===== config.mk =====
export PLATFORM = sky130hd
export DESIGN_NAME = uart_rx_sequencer
export DESIGN_NICKNAME = d
export VERILOG_FILES = /design/src/rtl/uart_rx_sequencer.sv
export SDC_FILE = /design/constraint.sdc
export NUM_CORES = 1
export LEC_CHECK = 0
export BUFFER_PORTS_ARGS = -buffer_cell sky130_fd_sc_hd__buf_2
export CAP_MARGIN = 20
export CORE_MARGIN = 1.5
export CORE_UTILIZATION = 54
export DETAILED_ROUTE_END_ITERATION = 16
export GPL_TIMING_DRIVEN = 0
export PLACE_DENSITY = 0.81
export SYNTH_ARGS = -nofsm -noshare
export SYNTH_HDL_FRONTEND = slang
export SYNTH_SLANG_ARGS = --single-unit

===== constraint.sdc =====
create_clock -name clk_i -period 2.85 [get_ports clk_i]
set_input_delay 0.57 -clock clk_i [delete_from_list [all_inputs] [get_ports clk_i]]
set_output_delay 0.57 -clock clk_i [all_outputs]
set_load 0.03 [all_outputs]

===== src/rtl/uart_rx_sequencer.sv =====
// uart_rx_sequencer: frame-level UART receive sequencer with oversampled mid-bit sampling and FIFO store handshake
module uart_rx_sequencer #(
    parameter int DATA_BITS = 8,
    parameter int OSR       = 16,
    parameter int DIV_W     = 12
) (
    input  logic                 clk_i,
    input  logic                 reset_i,
    input  logic [DIV_W-1:0]     baud_divisor_i,
    input  logic                 parity_en_i,
    input  logic                 parity_odd_i,
    input  logic                 two_stop_bits_i,
    input  logic                 rx_in_i,
    input  logic                 fifo_full_i,
    output logic                 shift_en_o,
    output logic                 sample_bit_o,
    output logic [DATA_BITS-1:0] frame_data_o,
    output logic                 store_en_o,
    output logic                 rx_busy_o,
    output logic                 parity_error_o,
    output logic                 stop_error_o,
    output logic                 break_detect_o,
    output logic                 overrun_o
);
    localparam int OSW = $clog2(OSR);
    localparam int BW  = $clog2(DATA_BITS + 1);
    localparam logic [OSW-1:0] OS_HALF  = OSW'(OSR / 2 - 1);
    localparam logic [OSW-1:0] OS_LAST  = OSW'(OSR - 1);
    localparam logic [BW-1:0]  BIT_LAST = BW'(DATA_BITS - 1);

    typedef enum logic [2:0] {IDLE, START, DATA, PARITY, STOP1, STOP2, DONE} state_t;

    state_t               state_q, state_d;
    logic                 sync1_q, sync2_q, prev_q;
    logic [DIV_W-1:0]     div_cnt_q, div_cnt_d, div_q, div_d;
    logic [OSW-1:0]       os_cnt_q, os_cnt_d;
    logic [BW-1:0]        bit_cnt_q, bit_cnt_d;
    logic [DATA_BITS-1:0] frame_q, frame_d;
    logic                 par_q, par_d, stop_err_q, stop_err_d, brk_q, brk_d;
    logic                 par_en_q, par_en_d, par_odd_q, par_odd_d, two_stop_q, two_stop_d;
    logic                 tick, bit_done, err;

    assign tick         = (state_q != IDLE) && (div_cnt_q == '0);
    assign bit_done     = tick && (os_cnt_q == OS_LAST);
    assign rx_busy_o    = state_q != IDLE;
    assign frame_data_o = frame_q;
    assign sample_bit_o = shift_en_o & sync2_q;

    always_ff @(posedge clk_i) begin
        if (!reset_i) begin
            state_q    <= IDLE;
            sync1_q    <= 1'b1;
            sync2_q    <= 1'b1;
            prev_q     <= 1'b1;
            div_cnt_q  <= '0;
            div_q      <= '0;
            os_cnt_q   <= '0;
            bit_cnt_q  <= '0;
            frame_q    <= '0;
            par_q      <= 1'b0;
            stop_err_q <= 1'b0;
            brk_q      <= 1'b0;
            par_en_q   <= 1'b0;
            par_odd_q  <= 1'b0;
            two_stop_q <= 1'b0;
        end else begin
            state_q    <= state_d;
            sync1_q    <= rx_in_i;
            sync2_q    <= sync1_q;
            prev_q     <= sync2_q;
            div_cnt_q  <= div_cnt_d;
            div_q      <= div_d;
            os_cnt_q   <= os_cnt_d;
            bit_cnt_q  <= bit_cnt_d;
            frame_q    <= frame_d;
            par_q      <= par_d;
            stop_err_q <= stop_err_d;
            brk_q      <= brk_d;
            par_en_q   <= par_en_d;
            par_odd_q  <= par_odd_d;
            two_stop_q <= two_stop_d;
        end
    end

    always_comb begin
        state_d        = state_q;
        div_cnt_d      = div_cnt_q;
        div_d          = div_q;
        os_cnt_d       = os_cnt_q;
        bit_cnt_d      = bit_cnt_q;
        frame_d        = frame_q;
        par_d          = par_q;
        stop_err_d     = stop_err_q;
        brk_d          = brk_q;
        par_en_d       = par_en_q;
        par_odd_d      = par_odd_q;
        two_stop_d     = two_stop_q;
        shift_en_o     = 1'b0;
        store_en_o     = 1'b0;
        parity_error_o = 1'b0;
        stop_error_o   = 1'b0;
        break_detect_o = 1'b0;
        overrun_o      = 1'b0;
        err            = 1'b0;
        if (tick) begin
            div_cnt_d = div_q;
            os_cnt_d  = os_cnt_q + 1'b1;
        end else if (state_q != IDLE) begin
            div_cnt_d = div_cnt_q - 1'b1;
        end
        unique case (state_q)
            IDLE: if (prev_q && !sync2_q) begin
                state_d    = START;
                div_cnt_d  = '0;
                os_cnt_d   = '0;
                div_d      = baud_divisor_i;
                par_en_d   = parity_en_i;
                par_odd_d  = parity_odd_i;
                two_stop_d = two_stop_bits_i;
            end
            START: if (tick && os_cnt_q == OS_HALF) begin
                state_d   = sync2_q ? IDLE : DATA;
                os_cnt_d  = '0;
                bit_cnt_d = '0;
                par_d     = 1'b0;
            end
            DATA: if (bit_done) begin
                shift_en_o = 1'b1;
                frame_d    = {sync2_q, frame_q[DATA_BITS-1:1]};
                par_d      = par_q ^ sync2_q;
                bit_cnt_d  = bit_cnt_q + 1'b1;
                os_cnt_d   = '0;
                state_d    = (bit_cnt_q != BIT_LAST) ? DATA : par_en_q ? PARITY : STOP1;
            end
            PARITY: if (bit_done) begin
                par_d    = par_q ^ sync2_q;
                os_cnt_d = '0;
                state_d  = STOP1;
            end
            STOP1: if (bit_done) begin
                stop_err_d = !sync2_q;
                brk_d      = !sync2_q && (frame_q == '0);
                os_cnt_d   = '0;
                state_d    = two_stop_q ? STOP2 : DONE;
            end
            STOP2: if (bit_done) begin
                stop_err_d = stop_err_q | !sync2_q;
                os_cnt_d   = '0;
                state_d    = DONE;
            end
            DONE: begin
                // par_q holds the XOR of data plus parity bit; it must equal the odd flag
                parity_error_o = par_en_q && (par_q != par_odd_q);
                stop_error_o   = stop_err_q;
                break_detect_o = brk_q;
                err            = parity_error_o || stop_err_q;
                store_en_o     = !err && !fifo_full_i;
                overrun_o      = !err && fifo_full_i;
                state_d        = IDLE;
            end
            default: state_d = IDLE;
        endcase
    end
endmodule

==> flow_metrics.py, run 1 <==
metrics = {
    "placed_design": {
        "dp.cells": 396,
        "placed_cell_area_sq_um": 2730,
        "hpwl_um": 4110,
        "port-buffer-count": 34,
        "place_congestion": 0.909,
    },
    "grt": {
        "antenna_found_initial": 0,
        "grt.total_usage_pct": 25.0,
        "grt_max_degree": 16,
        "grt_pass1_vias": 2162,
        "grt_pass1_wl_um": 10100,
        "grt_overflow": 0,
    },
    "finish": {
        "fill_cells": 390,
        "area_growth_pct": 16.4,
        "diodes": 0,
        "nets": 377,
        "drive_above_1_share_pct": 17.5,
        "fin_area_sq_um": 2910,
        "instances_no_fill": 406,
    },
    "clocking": {
        "h-tree-depth": 2,
        "numCtsBuffers": 5,
        "cts_hold_buf": 0,
        "cts-root-buf": "clkbuf_8",
        "clkTransAtPathRegs_ps": 90,
        "max-clock-path-buffers": 2,
        "clkSinkCount": 52,
        "cts_tree": "built",
        "clock_latency_ps": 310,
    },
    "status": {
        "status": "finished, final reports clean",
    },
    "critical_path": {
        "cp.required_ps": 2280,
        "cp-end-kind": "output pin",
        "slowest_delay_ps": 510,
        "crit_slowest_cell": "or3b_2",
        "arrival_ps": 2160,
        "cpMostUsedCell": "clkbuf_4",
        "worstPathCellList": "buf_4 -> or3b_2 -> nor2_2 -> nand3_2 -> inv_1 -> clkbuf_4 -> clkbuf_4",
        "path_buf_inv": 4,
        "crit_family": "simple AND/OR/NAND/NOR gates",
        "crit_fanout": 10,
        "start_kind": "flop",
        "cp.depth": 7,
        "worst_r2r_path_depth": 7,
        "critPathKind": "reg2out",
    },
    "logic_synthesis": {
        "yosysSeqAreaShare_pct": 41.7,
        "ys_seq_elements": 52,
        "syn_area_sq_um": 2500,
        "async_flop_share_pct": 0,
        "yosys_warnings": 0,
        "synth_cells": 310,
        "avgSynthCellArea_sq_um": 8.06,
        "synth-edff-count": 0,
        "netlist-cell-type-count": 48,
        "synth-main-ff-cell": "dfxtp_1",
        "synth.net_count": 333,
    },
    "drt": {
        "first_iter_violations": 166,
        "wl_per_cell_um": 14.7,
        "drcViolationCount": 0,
        "drt_pass1_iterations": 4,
        "vias": 2332,
        "viasPerCell": 5.74,
        "totalWireLength_um": 5960,
        "ant_nets": 0,
    },
    "pwr": {
        "leakage_nw": 1.16,
        "p_per_area_nw_per_um2": 776,
        "ir_drop_uv": 545,
    },
    "worst_hold_path": {
        "whs_path_depth": 1,
        "worstHoldPathType": "reg2reg",
    },
    "timing": {
        "hold_viol_final": 0,
        "min_period_ps": 2730,
        "drv_slew": 0,
        "clock_skew_ps": 4.58,
        "tightest_slew_ps": 596,
        "post-route-period-util_pct": 95.8,
        "relSlewSlack_pct": 59.9,
        "setup_violations": 0,
        "fin_tns_setup_ps": 0,
        "rsz0062_at_grt": "no",
        "max_freq_mhz": 366,
    },
    "floorplan": {
        "die_x_um": 71.0,
        "rows": 24,
        "die_h_um": 71.0,
        "initial_utilization_pct": 56.6,
        "num_io_pins": 35,
        "dieArea_sq_um": 5040,
        "core_sq_um": 4410,
    },
    "job": {
        "max_cap_viol_count": 0,
    },
}
-- registers in the layout, summed over array words and instances, names as in the netlist --
register      flops
div_cnt_q        12
par_odd_q         1
state_q           3
sync1_q           1
div_q            12
par_q             1
two_stop_q        1
stop_err_q        1
bit_cnt_q         4
brk_q             1
par_en_q          1
os_cnt_q          4
prev_q            1
frame_data_o      8
sync2_q           1
-- cells in the mapped netlist, types with 3 or more instances --
cell	instances	share of area, %
buf_2	5	1.0
inv_1	5	0.75
xor2_1	11	3.9
xnor2_1	3	1.1
and3_1	7	1.8
a211oi_1	7	2.1
nand3_1	8	1.6
o211ai_1	3	0.90
nand2_1	63	9.5
nor4_1	4	1.0
ha_1	4	2.0
clkbuf_1	10	1.5
nor3_1	6	1.2
nor2_1	29	4.4
o21ai_0	6	1.2
nor2b_1	5	1.3
or3_1	3	0.75
nand2b_1	7	1.8
dfxtp_1	52	42
nand3b_1	5	1.5
a21oi_1	30	6.0
-- cell families (layout without fill, tap and decap cells) --
kind of cell / count (synthesis) / count (layout) / synth area share, %
flops: 52 / 52 / 41.7
xor+xnor: 14 / 14 / 4.91
mux: 3 / 3 / 1.25
compound gates: 60 / 60 / 15.0
buf+inv: 22 / 66 / 3.71
fa+ha+maj: 4 / 4 / 2.00
simple gates: 155 / 155 / 31.5
-- path summary, 6_finish.rpt --
kind                           start  slack [ps]                      end
max reg2reg  div_cnt_q[0]$_SDFF_PN0_         360  state_q[0]$_SDFFE_PN0P_
min reg2reg       sync1_q$_SDFF_PN1_         420       sync2_q$_SDFF_PN1_
min               sync1_q$_SDFF_PN1_         420       sync2_q$_SDFF_PN1_
max          state_q[1]$_SDFFE_PN0P_         120               shift_en_o
-- layout make-up --
class                      instances  area, sq um  share of cell area (%)
clock inverter                     2         60.1                    2.07
clock buffer                       5         68.8                    2.37
multi-input combinational        236         1380                    47.4
sequential                        52         1040                    35.8
tap                               52         65.1                    2.24
inverter                           6         22.5                   0.775
buffer                            16         75.1                    2.58
timing repair buffer              37          195                    6.71
-- cell usage in the layout, fill, tap and decap left out, types with 6 or more instances in the layout --
cell type,instances
clkbuf_1,10
a211oi_1,7
nor3_1,6
nand2_1,63
xor2_1,11
nand2b_1,7
dfxtp_1,51
nor2_1,28
a21oi_1,30
nand3_1,7
o21ai_0,6
and3_1,7
buf_2,36
-- power by group --
part	internal, mW	switching (mW)
combinational	0.299	0.483
clock	0.346	0.239
sequential	0.812	0.0786
-- timing repair --
item                       4_1_cts  5_1_grt
setup buffers                    1        2
setup endpoints to repair        1        1
pin swaps                        1        1
resized for setup                1        7
-- routing by layer --
metal	wire length [um]	share of wire (%)	track usage, %
met2	2780	47	37.9
met4	99	1.7	8.81
met3	271	4.6	5.56
met1	2800	47	35.2
met5	0	0	0
-- through the flow --
stage | hold slack [ps] | utilization (%) | worst slack [ps] | total power, mW
floorplan | 386 | - | 378 | 1.46
global placement | 391 | 61.9 | 109 | 1.61
detailed placement | 397 | 61.9 | 103 | 1.63
CTS | 419 | 65.1 | 32.4 | 2.22
global route | 442 | 65.9 | 19.5 | 2.39
finish | 416 | 65.9 | 118 | 2.26
Note: power is estimated with default switching activity, not from simulation.
==> inputs of run 2 (changes only) <==
==> constraint.sdc (replaced) <==
create_clock -name clk_i -period 2.85 [get_ports clk_i]
set_input_delay 0.7125 -clock clk_i [delete_from_list [all_inputs] [get_ports clk_i]]
set_output_delay 0.7125 -clock clk_i [all_outputs]
set_load 0.03 [all_outputs]
==> run 2 against run 1 <==
Net effect:
- clock-buffer cell count did not move
- combinational power up 2%
- critical path depth did not move
- design area rose by 0.43%
- largest power group unchanged
==> flow_metrics.py, run 2 (synthesis gave the netlist of run 1 again) <==
metrics = {
    "status": {
        "status": "finished, final reports clean",
    },
    "clocking": {
        "numCtsBuffers": 5,
        "h-tree-depth": 2,
        "max-clock-path-buffers": 2,
        "clkSinkCount": 52,
        "clock_latency_ps": 310,
        "cts_tree": "built",
        "cts_hold_buf": 0,
        "cts-root-buf": "clkbuf_8",
        "clkTransAtPathRegs_ps": 90,
    },
    "grt": {
        "antenna_found_initial": 0,
        "grt_pass1_vias": 2170,
        "grt_max_degree": 16,
        "grt_pass1_wl_um": 10100,
        "grt.total_usage_pct": 25.1,
        "grt_overflow": 0,
    },
    "floorplan": {
        "die_x_um": 71.0,
        "rows": 24,
        "core_sq_um": 4410,
        "die_h_um": 71.0,
        "initial_utilization_pct": 56.6,
        "dieArea_sq_um": 5040,
        "num_io_pins": 35,
    },
    "critical_path": {
        "crit_slowest_cell": "or3b_2",
        "worstPathCellList": "buf_4 -> or3b_2 -> nor2_4 -> nand3_2 -> inv_2 -> buf_4 -> buf_4",
        "r2r-start": "div_cnt_q[0]$_SDFF_PN0_",
        "path_buf_inv": 4,
        "arrival_ps": 2060,
        "critPathKind": "reg2out",
        "crit_family": "simple AND/OR/NAND/NOR gates",
        "cp-end-kind": "output pin",
        "rrSetupSlack_ps": 460,
        "cp.required_ps": 2140,
        "reg2reg_to": "state_q[0]$_SDFFE_PN0P_",
        "worst_r2r_path_depth": 7,
        "slowest_delay_ps": 530,
        "crit_fanout": 10,
        "cpMostUsedCell": "buf_4",
        "start_kind": "flop",
    },
    "job": {
        "max_cap_viol_count": 0,
    },
    "worst_hold_path": {
        "worstHoldStart": "sync1_q$_SDFF_PN1_",
        "min_to": "sync2_q$_SDFF_PN1_",
        "whs_path_depth": 1,
        "worstHoldPathType": "reg2reg",
    },
    "timing": {
        "min_period_ps": 2770,
        "drv_slew": 0,
        "max_freq_mhz": 361,
        "hold_slack_ps": 416,
        "tightest_slew_ps": 592,
        "relSlewSlack_pct": 60.1,
        "clock_skew_ps": 4.81,
        "setup_violations": 0,
        "hold_viol_final": 0,
        "fin_tns_setup_ps": 0,
        "post-route-period-util_pct": 97.2,
    },
    "drt": {
        "drcViolationCount": 0,
        "viasPerCell": 5.82,
        "wl_per_cell_um": 14.9,
        "drt_pass1_iterations": 4,
        "vias": 2361,
        "ant_nets": 0,
        "totalWireLength_um": 6040,
        "first_iter_violations": 189,
    },
    "finish": {
        "area_growth_pct": 16.9,
        "final_cell_mix": "63 x nand2_1, 51 x dfxtp_1, 35 x buf_2",
        "drive_above_1_share_pct": 18.1,
        "diodes": 0,
        "nets": 377,
        "layout_commonest_cell": "nand2_1",
        "finish.utilization_pct": 66.2,
    },
    "pwr": {
        "comb_power_share_pct": 35.2,
        "leakage_nw": 1.16,
        "ir_drop_uv": 545,
        "switching_share_pct": 35.6,
        "clockPowerShare_pct": 25.6,
        "p_per_area_nw_per_um2": 779,
        "internal_power_mw": 1.47,
        "p_seq_share_pct": 39.2,
        "power_switching_uw": 810,
    },
    "placed_design": {
        "hpwl_um": 4110,
        "port-buffer-count": 34,
        "place_congestion": 0.909,
    },
}
-- run 2: changes by cell type in the layout (fill, tap and decap cells not counted) --
cell and change:
nor2_1 -1, inv_2 +1, or3b_2 -1, nor2_4 +1
or3b_4 +1, buf_2 -1, buf_4 +2, clkbuf_4 -1
inv_1 -1
-- run 2: what timing repair did --
item / CTS / global route
endpoints found under the hold margin: 0 / 0
cloned: 0 / 0
pin swaps: 1 / 2
buffers inserted: 1 / 2
gates resized for setup: 4 / 8
endpoints found under the setup margin: 1 / 2
-- run 2: per-layer routing --
layer  wire length [um]  up-vias  track usage, %
met5                  0        -               0
met4                103        0            8.81
met2               2840       75            38.3
li1                   -     1167               -
met3                280       11            5.56
met1               2820     1108            35.2
-- run 2: worst max-delay path by stage --
stage                            startpoint          to  slack [ps]  cells after the start
global placement    state_q[1]$_SDFFE_PN0P_  shift_en_o         -30                      7
finish              state_q[1]$_SDFFE_PN0P_  shift_en_o          80                      7
CTS                 state_q[1]$_SDFFE_PN0P_  shift_en_o          30                      7
detailed placement  state_q[1]$_SDFFE_PN0P_  shift_en_o         -40                      7
global route        state_q[1]$_SDFFE_PN0P_  shift_en_o         -20                      7
floorplan           state_q[1]$_SDFFE_PN0P_   overrun_o         240                      4
-- run 2: area by class of cell --
| class | count | area (sq um) |
|---|---|---|
| Buffer | 16 | 75.1 |
| Clock buffer | 5 | 68.8 |
| Clock inverter | 2 | 60.1 |
| Fill cell | 388 | 1490 |
| Inverter | 6 | 22.5 |
| Multi-Input combinational cell | 236 | 1390 |
| Sequential cell | 52 | 1040 |
| Tap cell | 52 | 65.1 |
| Timing Repair Buffer | 37 | 198 |
-- run 2: metrics by stage --
stage                     power, mW  instance area [sq um]  cells  setup slack, ps
after floorplan                1.46                   2500    310              236
after global placement         1.61                   2730    396            -33.9
after detailed placement       1.63                   2730    396            -39.1
after CTS                      2.22                   2880    404             27.8
after global routing           2.40                   2920    406            -20.0
final                          2.28                   2920    406             79.3
-- run 2: power groups by stage --
stage	combinational, mW	sequential (mW)	clock (mW)
after CTS	0.745	0.887	0.588
final	0.800	0.893	0.582
after global routing	0.876	0.899	0.623
after global placement	0.708	0.900	0
after floorplan	0.574	0.886	0
after detailed placement	0.727	0.903	0
==> inputs of run 3 (changes only) <==
--- a/config.mk
+++ b/config.mk
@@ -5,9 +5,10 @@
 export SDC_FILE = /design/constraint.sdc
 export NUM_CORES = 1
 export LEC_CHECK = 0
+export ABC_AREA = 1
 export BUFFER_PORTS_ARGS = -buffer_cell sky130_fd_sc_hd__buf_2
 export CAP_MARGIN = 20
-export CORE_MARGIN = 1.5
+export CORE_MARGIN = 8
 export CORE_UTILIZATION = 54
 export DETAILED_ROUTE_END_ITERATION = 16
 export GPL_TIMING_DRIVEN = 0
==> run 3 against run 2 <==
Net effect:
- cell count grew 13%
- sequential power down 5.0%
- area after synthesis is 2.5% higher
- design area is 0.60% higher
- global-route usage decreased by 7.5 points
- via count up 4.8%
- combinational power fell by 7.5%
- flip-flop and latch count unchanged
- power shrank 6.5%
- worst hold slack improved by 11 ps
- clock power decreased by 7.2%
- clock skew is 3.1 ps higher
- critical endpoint is now sample_bit_o
- largest power group unchanged
- highest routed layer unchanged
==> flow_metrics.py, run 3 <==
metrics = {
    "drt": {
        "drcViolationCount": 0,
        "vias": 2474,
        "drt_pass1_iterations": 5,
        "ant_nets": 0,
        "totalWireLength_um": 5990,
        "first_iter_violations": 240,
        "wl_per_cell_um": 13.1,
        "viasPerCell": 5.40,
    },
    "clocking": {
        "clock_latency_ps": 310,
        "clkTransAtPathRegs_ps": 100,
        "clkSinkCount": 52,
        "cts_tree": "built",
        "h-tree-depth": 2,
        "cts_hold_buf": 0,
        "cts-root-buf": "clkbuf_8",
        "numCtsBuffers": 5,
        "max-clock-path-buffers": 2,
    },
    "grt": {
        "grt_use_met2_pct": 29.7,
        "grt.total_usage_pct": 17.6,
        "grt_util_met1_pct": 21.6,
        "antenna_found_initial": 0,
        "top_usage_layer": "met2",
        "grt_pass1_wl_um": 10400,
        "grt_util_met3_pct": 3.47,
        "grt_pass1_vias": 2379,
        "grt_max_degree": 19,
        "grt_overflow": 0,
    },
    "pwr": {
        "leakage_nw": 1.40,
        "p_per_area_nw_per_um2": 724,
        "ir_drop_uv": 490,
        "p_total_mw": 2.13,
    },
    "finish": {
        "fill_cells": 405,
        "drive_above_1_share_pct": 18.1,
        "multi_input_comb_area_sq_um": 1310,
        "area_growth_pct": 14.7,
        "diodes": 0,
        "final_cell_mix": "75 x nor2_1, 52 x dfxtp_1, 51 x nand2_1",
        "layout_commonest_cell": "nor2_1",
        "nets": 426,
        "register_area_sq_um": 1040,
    },
    "timing": {
        "drv_slew": 0,
        "post-route-period-util_pct": 92.8,
        "fin_tns_setup_ps": 0,
        "relSlewSlack_pct": 66.6,
        "setup_violations": 0,
        "rsz0062_at_grt": "no",
        "hold_viol_final": 0,
        "min_period_ps": 2640,
        "clock_skew_ps": 7.87,
        "tightest_slew_ps": 501,
        "max_freq_mhz": 378,
    },
    "critical_path": {
        "worst_r2r_path_depth": 10,
        "slowest_delay_ps": 350,
        "r2r-start": "div_cnt_q[0]$_SDFF_PN0_",
        "cp.required_ps": 2140,
        "arrival_ps": 1930,
        "start_kind": "flop",
        "crit_slowest_cell": "dfxtp_1",
        "reg2reg_to": "os_cnt_q[3]$_SDFF_PN0_",
        "cp-end-kind": "output pin",
        "critPathKind": "reg2out",
        "rrSetupSlack_ps": 1090,
        "worstPathCellList": "nor2_2 -> nand2_1 -> nor2_4 -> nand2_4 -> inv_4 -> nand3_1 -> nor2_1 -> clkbuf_4",
        "crit_fanout": 9,
    },
    "floorplan": {
        "die_x_um": 84.9,
        "rows": 25,
        "num_io_pins": 35,
        "initial_utilization_pct": 55.0,
        "core_sq_um": 4660,
        "die_h_um": 84.9,
        "dieArea_sq_um": 7200,
    },
    "logic_synthesis": {
        "synth_top_area_share_pct": 40.6,
        "yosysSeqAreaShare_pct": 40.6,
        "yosys.area.top_type": "dfxtp_1",
        "avgSynthCellArea_sq_um": 7.09,
        "netlist-cell-type-count": 35,
        "ys_seq_elements": 52,
        "syn_area_sq_um": 2560,
        "synth-main-ff-cell": "dfxtp_1",
        "synth.area.top_cells": "dfxtp_1 41%, nor2_1 11%, o21ai_0 8.0%",
        "synth-edff-count": 0,
        "ys_top_cells_by_count": "75 x nor2_1, 52 x dfxtp_1, 51 x nand2_1, 41 x o21ai_0, 34 x inv_1",
        "synth_cells": 361,
        "yosys_warnings": 0,
        "async_flop_share_pct": 0,
        "yosysMostFrequentCell": "nor2_1",
        "synth.net_count": 384,
    },
    "job": {
        "max_cap_viol_count": 0,
    },
    "worst_hold_path": {
        "whs_path_depth": 1,
        "worstHoldPathType": "reg2reg",
        "min_to": "sync2_q$_SDFF_PN1_",
        "worstHoldStart": "sync1_q$_SDFF_PN1_",
    },
    "placed_design": {
        "place_congestion": 0.892,
        "port-buffer-count": 34,
        "hpwl_um": 4490,
    },
    "status": {
        "status": "finished, final reports clean",
    },
}
run 3: cell types whose count changed after synthesis, sizes merged, moves of 10 or more:
cell   change
nand3     +19
inv       +33
o21ai     +35
nor2      +54
nand2     -10
a21oi     -14
run 3: worst max path at each step:
stage / start / endpoint / cells past startpoint
after floorplan: div_cnt_q[0]$_SDFF_PN0_ / sample_bit_o / 8
after global placement: div_cnt_q[0]$_SDFF_PN0_ / sample_bit_o / 9
after detailed placement: div_cnt_q[0]$_SDFF_PN0_ / sample_bit_o / 9
after CTS: div_cnt_q[0]$_SDFF_PN0_ / sample_bit_o / 9
after global routing: div_cnt_q[4]$_SDFF_PN0_ / sample_bit_o / 8
final: div_cnt_q[4]$_SDFF_PN0_ / sample_bit_o / 8
run 3: cell type report:
| type | instances | area share, % |
|---|---|---|
| Clock inverter | 3 | 1.70 |
| Inverter | 39 | 5.07 |
| Buffer | 11 | 2.47 |
| Multi-Input combinational cell | 259 | 44.5 |
| Tap cell | 54 | 2.30 |
| Timing Repair Buffer | 35 | 6.13 |
| Sequential cell | 52 | 35.4 |
| Clock buffer | 5 | 2.34 |
run 3: repair_timing:
action,CTS,global route
endpoints found under the setup margin,0,1
gates resized for setup,0,3
buffers inserted,0,1
run 3: layer usage:
metal,wire (um),up-vias
met4,78,0
met2,2840,70
met5,0,-
met3,271,9
met1,2800,1141
li1,-,1254
run 3: metrics by stage:
step | hold slack (ps) | setup slack [ps] | instance area [sq um] | cells | utilization (%)
finish | 426 | 205 | 2940 | 458 | 63.0
global route | 469 | 31.7 | 2940 | 458 | 63.0
CTS | 433 | 57.8 | 2920 | 457 | 62.6
detailed placement | 408 | 412 | 2800 | 449 | 60.1
global placement | 398 | 451 | 2800 | 449 | 60.1
floorplan | 393 | 528 | 2560 | 361 | -
run 3: power breakdown:
group | switching (mW) | internal (mW)
Clock | 0.268 | 0.271
Combinational | 0.478 | 0.262
Sequential | 0.0450 | 0.803
Total | 0.792 | 1.34
run 3: worst max-delay path: cells and delay by family, from the launching register on:
kind          cells  cell delay [ps]
buf+inv           2              330
simple gates      6              940
flops             1              350
run 3: kinds of logic (layout without fill, tap and decap cells):
logic type | after synthesis | after routing | synth area share [%]
compound gates | 65 | 65 | 13.3
xor+xnor | 6 | 6 | 2.05
flops | 52 | 52 | 40.6
fa+ha+maj | 4 | 4 | 1.95
simple gates | 184 | 184 | 33.4
buf+inv | 50 | 93 | 8.65
